--- src/rtl/mem_arbiter.sv ---
// Two-requester main-memory arbiter for the I-cache and D-cache.
// Define ARB_RR_EN for round-robin on contention; default is fixed D priority.
module mem_arbiter #(
    parameter int ADDR_W = 28,
    parameter int DATA_W = 128
) (
    input  logic              clk,
    input  logic              rst,
    input  logic              i_req,
    input  logic [ADDR_W-1:0] i_addr,
    output logic [DATA_W-1:0] i_rdata,
    output logic              i_ready,
    input  logic              d_req,
    input  logic              d_wen,
    input  logic [ADDR_W-1:0] d_addr,
    input  logic [DATA_W-1:0] d_wdata,
    output logic [DATA_W-1:0] d_rdata,
    output logic              d_ready,
    output logic              mem_read,
    output logic              mem_write,
    output logic [ADDR_W-1:0] mem_addr,
    output logic [DATA_W-1:0] mem_wdata,
    input  logic [DATA_W-1:0] mem_rdata,
    input  logic              mem_ready,
    output logic              busy
);

    typedef enum logic [1:0] {IDLE, MEM_I, MEM_D, RESP} state_t;

    state_t              r_state;
    state_t              w_next;
    logic                w_gnt_i;
    logic                w_gnt_d;
    logic                w_done;
    logic                w_pri_d;
    logic                r_wen;
    logic                r_mem_read;
    logic                r_mem_write;
    logic [ADDR_W-1:0]   r_mem_addr;
    logic [DATA_W-1:0]   r_mem_wdata;
    logic [DATA_W-1:0]   r_i_rdata;
    logic [DATA_W-1:0]   r_d_rdata;
    logic                r_i_ready;
    logic                r_d_ready;
    logic                r_busy;

`ifdef ARB_RR_EN
    logic r_pri_d;

    // Flip toward the loser only when both requesters competed.
    always_ff @(posedge clk) begin
        if (rst) begin
            r_pri_d <= 1'b1;
        end else if (r_state == IDLE && i_req && d_req) begin
            r_pri_d <= ~r_pri_d;
        end
    end

    assign w_pri_d = r_pri_d;
`else
    assign w_pri_d = 1'b1;
`endif

    always_comb begin
        w_next  = r_state;
        w_gnt_i = 1'b0;
        w_gnt_d = 1'b0;
        w_done  = 1'b0;
        unique case (r_state)
            IDLE: begin
                w_gnt_d = d_req & (~i_req | w_pri_d);
                w_gnt_i = i_req & ~w_gnt_d;
                if (w_gnt_d) begin
                    w_next = MEM_D;
                end else if (w_gnt_i) begin
                    w_next = MEM_I;
                end
            end
            MEM_I, MEM_D: begin
                if (mem_ready) begin
                    w_done = 1'b1;
                    w_next = RESP;
                end
            end
            RESP: w_next = IDLE;
            default: w_next = IDLE;
        endcase
    end

    always_ff @(posedge clk) begin
        if (rst) begin
            r_state     <= IDLE;
            r_wen       <= 1'b0;
            r_mem_read  <= 1'b0;
            r_mem_write <= 1'b0;
            r_mem_addr  <= '0;
            r_mem_wdata <= '0;
            r_i_rdata   <= '0;
            r_d_rdata   <= '0;
            r_i_ready   <= 1'b0;
            r_d_ready   <= 1'b0;
            r_busy      <= 1'b0;
        end else begin
            r_state   <= w_next;
            r_busy    <= (w_next != IDLE);
            r_i_ready <= 1'b0;
            r_d_ready <= 1'b0;
            if (w_gnt_i) begin
                r_mem_addr  <= i_addr;
                r_mem_read  <= 1'b1;
                r_mem_write <= 1'b0;
            end
            if (w_gnt_d) begin
                r_mem_addr  <= d_addr;
                r_mem_wdata <= d_wdata;
                r_wen       <= d_wen;
                r_mem_read  <= ~d_wen;
                r_mem_write <= d_wen;
            end
            if (w_done) begin
                r_mem_read  <= 1'b0;
                r_mem_write <= 1'b0;
                if (r_state == MEM_I) begin
                    r_i_rdata <= mem_rdata;
                    r_i_ready <= 1'b1;
                end else begin
                    // Write-backs leave the last fill line visible.
                    if (!r_wen) begin
                        r_d_rdata <= mem_rdata;
                    end
                    r_d_ready <= 1'b1;
                end
            end
        end
    end

    assign mem_read  = r_mem_read;
    assign mem_write = r_mem_write;
    assign mem_addr  = r_mem_addr;
    assign mem_wdata = r_mem_wdata;
    assign i_rdata   = r_i_rdata;
    assign d_rdata   = r_d_rdata;
    assign i_ready   = r_i_ready;
    assign d_ready   = r_d_ready;
    assign busy      = r_busy;

endmodule

--- config.mk ---
export PLATFORM = sky130hd
export DESIGN_NAME = mem_arbiter
export DESIGN_NICKNAME = d
export VERILOG_FILES = /design/src/rtl/mem_arbiter.sv
export SDC_FILE = /design/constraint.sdc
export NUM_CORES = 1
export LEC_CHECK = 0
export BUFFER_PORTS_ARGS = -buffer_cell sky130_fd_sc_hd__buf_2
export CELL_PAD_IN_SITES_DETAIL_PLACEMENT = 1
export CELL_PAD_IN_SITES_GLOBAL_PLACEMENT = 1
export CORE_AREA = 2 2 283 285
export CTS_BUF_LIST = sky130_fd_sc_hd__clkbuf_16
export CTS_CLUSTER_SIZE = 24
export DETAILED_ROUTE_END_ITERATION = 8
export DIE_AREA = 0 0 285 287
export PLACE_DENSITY = 0.62
export SYNTH_ARGS = -nofsm -noshare
export SYNTH_HDL_FRONTEND = slang
export SYNTH_SLANG_ARGS = --single-unit
--- constraint.sdc ---
create_clock -name clk -period 2.65 [get_ports clk]
set_clock_uncertainty 0.1 [all_clocks]
set_input_delay 0.265 -clock clk [delete_from_list [all_inputs] [get_ports clk]]
set_output_delay 0.265 -clock clk [all_outputs]
set_load 0.005 [all_outputs]
* After elaboration in Yosys (flattened, before gate mapping) *
Index checks and enable logic that the tools add are counted.
W data, S select, Z words.

storage, ports and cells
  bits in registers = 420
  output and inout bits = 417
  word-level logic and storage cells = 44

operators by class
  equal/unequal tests = 3
  muxes and demuxes = 16
  bitwise operators = 6
  reduce and logical (&&, ||, !) cells = 8

operators by type and width
  cell                  count
  $mux W28              2
  $mux W1               10
  $mux W2               3
  $pmux W2 S3           1
  $reduce_or A2 Y1      3
  $not A1 Y1            5
  $eq A2 B2 Y1 const B  2
  $reduce_bool A2 Y1    2
  $reduce_and A3 Y1     1
  $eq A2 B1 Y1 const B  1
  $logic_not A2 Y1      1
  $reduce_and A2 Y1     1
  $and A1 B1 Y1         1

* Longest topological paths before layout *
  word-level depth = 6
  depth in mapped cells = 7
  depth with buffers taken out = 5

* Worst setup path before layout *
OpenSTA, ideal clock, no wires.

  kind = register to register
  from = reg r_state[0]
  to = reg r_i_rdata[10] (netlist: i_rdata[10])
  data arrival time = 1.534 ns
  required time = 2.480 ns
  setup slack = 0.946 ns
  stages on the path, launching flop included = 8
  path buffers = 2
  clock period less this slack = 1.704 ns
  path through = dfxtp_1 > inv_1 > ha_1 > nand3_1 > buf_2 > buf_1 > nand2_1 > a21oi_1

between the ends
  longest elaborated chain between the ends = 4

RTL lines
  item                                                 line     text
  start, declared                                      30       state_t r_state;
  start signal, assigned                               104      r_state <= w_next;
  $eq A2 B1 Y1 / $eq A2 B2 Y1 (equally long branches)  69, 123
  $reduce_or A2 Y1                                     69       unique case (r_state)
  $mux W1                                              69
  $reduce_and A2 Y1 (no source line) (*)               --
  end signal, assigned                                 124      r_i_rdata <= mem_rdata;
  end, declared                                        41       logic [DATA_W-1:0] r_i_rdata;

Every way passes the cells marked *; elsewhere a longest branch is shown, timed or not.
A chain may end at the register's enable or synchronous reset.

* Final worst setup path *
  from = reg r_state[1]
  to = reg r_mem_addr[7] (netlist: mem_addr[7])

between the ends
  longest elaborated chain between the ends = 3

RTL lines
  item                                                   line  text
  $logic_not A2 Y1 (*)                                   69
  $mux W1                                                69
  $mux W28 / $reduce_bool A2 Y1 (equally long branches)  --
  end signal, assigned                                   109   r_mem_addr <= i_addr;
  end signal, assigned                                   114   r_mem_addr <= d_addr;
  end, declared                                          39    logic [ADDR_W-1:0] r_mem_addr;

Marked as above.

==> results.toml <==
[pwr]
sw_frac_of_total_pct = 27.6
seqPwrFrac_pct = 42.8
total_power_w = 0.0161
leakage_nw = 10.8
power_frac_comb_pct = 16.2
p_int_w = 0.0116
ir_worst_vdd_uv = 386
pwr-share-clk_pct = 41.0
p_per_area_mw_per_mm2 = 659
p_sw_w = 0.00444

[floorplanning]
start_util_pct = 18.7
die_h_um = 287
core-area_mm2 = 0.0786
fp.dieW_um = 285
ios = 735
die_area_mm2 = 0.0818
num_rows = 103

[worst_setup_path]
r2r-start = "r_state[1]"
rrSetupSlack_ns = 0.22
crit_path_max_incr_delay_ns = 0.57
worstPathArrival_ns = 2.85
crit_start = "r_state[1]"
endpoint_kind = "register"
crit_slowest_cell = "dlygate4sd3_1"
cp_cell_sequence = "inv_1 > ha_2 > and2_4 > buf_4 > nand2_1 > a211oi_1 > dlygate4sd3_1"
crit_type = "register to register"
worstSetupEndpoint = "mem_addr[7]"
critPathMaxFanout = 15
cp-start-kind = "register"
worst_r2r_path_depth = 7
worstPathRequired_ns = 3.07
r2r_end = "mem_addr[7]"

[routing]
drtAntennaViolNets = 0
wl_um = 69100
dr.pass1.iters = 4
viasPerCell = 4.16
drtIter0Drc = 527
drc = 0
wire_per_inst_um = 17.4
vias = 16500

[run]
drv_cap = 0

[sta]
setup_viol = 0
tns_ns = 0
tightest_slew_ns = 0.815
slew_headroom_pct = 45.6
fmax_mhz = 412
grt_setup_unrepaired = "no"
post-route-min-period_ns = 2.43
finalCritPeriodShare_pct = 91.5
hold_violations = 0
finalMaxSlewViolations = 0

[global_routing]
grt-busiest-layer = "met2"
track_usage_pct = 16.1
met2_usage_pct = 29.5
antenna_found_initial = 3
grt_use_met3_pct = 4.81
grt_util_met1_pct = 17.4
grt_pass1_wl_um = 104000
grt_max_degree = 108
first_global_vias = 17400
grt_overflow = 0

[cts]
cts_tree = "yes"
clk_pin_slew_ns = 0.06
numCtsBuffers = 49
cts-root-buf = "clkbuf_16"
cts_max_path_buffers = 3
clock_latency_ns = 0.58
cts.sinks = 420
htree_levels = 2

[logic_synthesis]
synth_cell_types = 27
yosys_warnings = 0
synthCells = 1860
async_flop_share_pct = 0
synthAdderAreaFrac_pct = 0.255
syn_area_mm2 = 0.0147
seq_area_frac_synth_pct = 57.2
synthXorXnorAreaFrac_pct = 0
synth_top_family_by_area = "simple AND/OR/NAND/NOR gates"
synth.avg_cell_area_um2 = 7.90
synthFlopType = "dfxtp_1"
synth-simple-area-share_pct = 21.6
syn_nets = 2181
synth.area.mux_share_pct = 0.0766
yosys_register_bits = 420
synth_compound_area_share_pct = 16.0
synth_enable_flop_cells = 0

[placed_design]
port_buffers = 734
dp_hpwl_um = 48700
gp_congestion = 0.809
placed_cell_area_mm2 = 0.0197

[run_status]
outcome = "finished, final reports clean"

[final_layout]
drive_gt1_share_pct = 29.8
final_common_cell = "nand2_1"
fin_area_mm2 = 0.0244
final_util_pct = 31.0
nets = 3192
syn_to_final_growth_pct = 66.0
layout_common_cells = "nand2_1 (797), buf_2 (733), dfxtp_1 (420), a21oi_1 (415), dlygate4sd3_1 (313)"

[worst_hold_path]
hold_path_class = "input port to register"
critical path, delay by kind of cell, from the launching register on:
| kind | cells | cell delay [ns] |
|---|---|---|
| DFF | 1 | 0.32 |
| and+or+nand+nor | 2 | 0.46 |
| AOI/OAI and AO/OA | 1 | 0.23 |
| adders and majority gates | 1 | 0.32 |
| buffers and inverters | 3 | 0.92 |
final cells by class:
class	count	area [um2]
inverters	2	7.51
repair buffers	1102	7480
clock buffers	49	1230
multi-input cells	1296	5640
clock inverters	40	315
fillers	9589	54200
diodes	4	10.0
flip-flops and latches	420	8410
well taps	1050	1310
routing by layer:
metal / share of wire, % / up-vias
li1: - / 8051
met1: 39 / 7736
met2: 50 / 569
met3: 7.5 / 112
met4: 3.5 / 0
met5: 0 / -
flip-flops by register name (all words and copies together), names as in the netlist:
register   cells
d_rdata      128
i_rdata      128
mem_wdata    128
mem_addr      28
r_state        2
busy           1
d_ready        1
i_ready        1
mem_read       1
mem_write      1
r_wen          1
cell usage after synthesis, drive strengths merged, types with 2 or more instances:
| cell | instances | area, um2 |
|---|---|---|
| nand2 | 798 | 3000 |
| buf | 77 | 462 |
| and3 | 2 | 12.5 |
| nor2 | 32 | 120 |
| ha | 3 | 37.5 |
| a21oi | 415 | 2080 |
| dfxtp | 420 | 8410 |
| clkbuf | 66 | 248 |
| a211oi | 29 | 218 |
| o21ai | 4 | 20.0 |
| inv | 2 | 7.51 |
power groups by stage:
stage | Sequential [W] | Clock [W] | Combinational [W]
2_1_floorplan | 0.00704 | 0 | 0.000953
3_3_place_gp | 0.00700 | 0 | 0.00217
3_5_place_dp | 0.00702 | 0 | 0.00218
4_1_cts | 0.00688 | 0.00685 | 0.00260
5_1_grt | 0.00692 | 0.00708 | 0.00286
6_report | 0.00688 | 0.00660 | 0.00261
stage by stage:
stage	hold WS (ns)	instances	setup WS, ns
2_1_floorplan	0.261	1860	0.946
3_3_place_gp	0.339	3555	0.441
3_5_place_dp	0.343	3555	0.363
4_1_cts	0.00106	3957	0.104
5_1_grt	0.0337	3962	0.0943
6_report	0.0414	3963	0.225
worst min-delay path by stage:
stage | startpoint | end | slack [ns] | cells past startpoint
after detailed placement | d_rdata[102] | d_rdata[102] | 0.34 | 2
after floorplan | mem_ready | mem_write | 0.26 | 1
final | rst | i_ready | 0.04 | 2
after global routing | i_addr[14] | mem_addr[14] | 0.03 | 3
after CTS | i_addr[14] | mem_addr[14] | 0.001 | 3
after global placement | mem_wdata[47] | mem_wdata[47] | 0.34 | 2
timing repair:
item,in CTS,in global routing
hold buffers,313,0
endpoints found under the hold margin,416,0
resized for setup,0,2
setup endpoints to repair,0,9
setup buffers,0,1
logic make-up after synthesis:
family | count (synthesis)
buf+inv | 145
mux | 1
flops | 420
compound gates | 452
fa+ha+maj | 3
simple gates | 839
(Power assumes the default switching activity.)
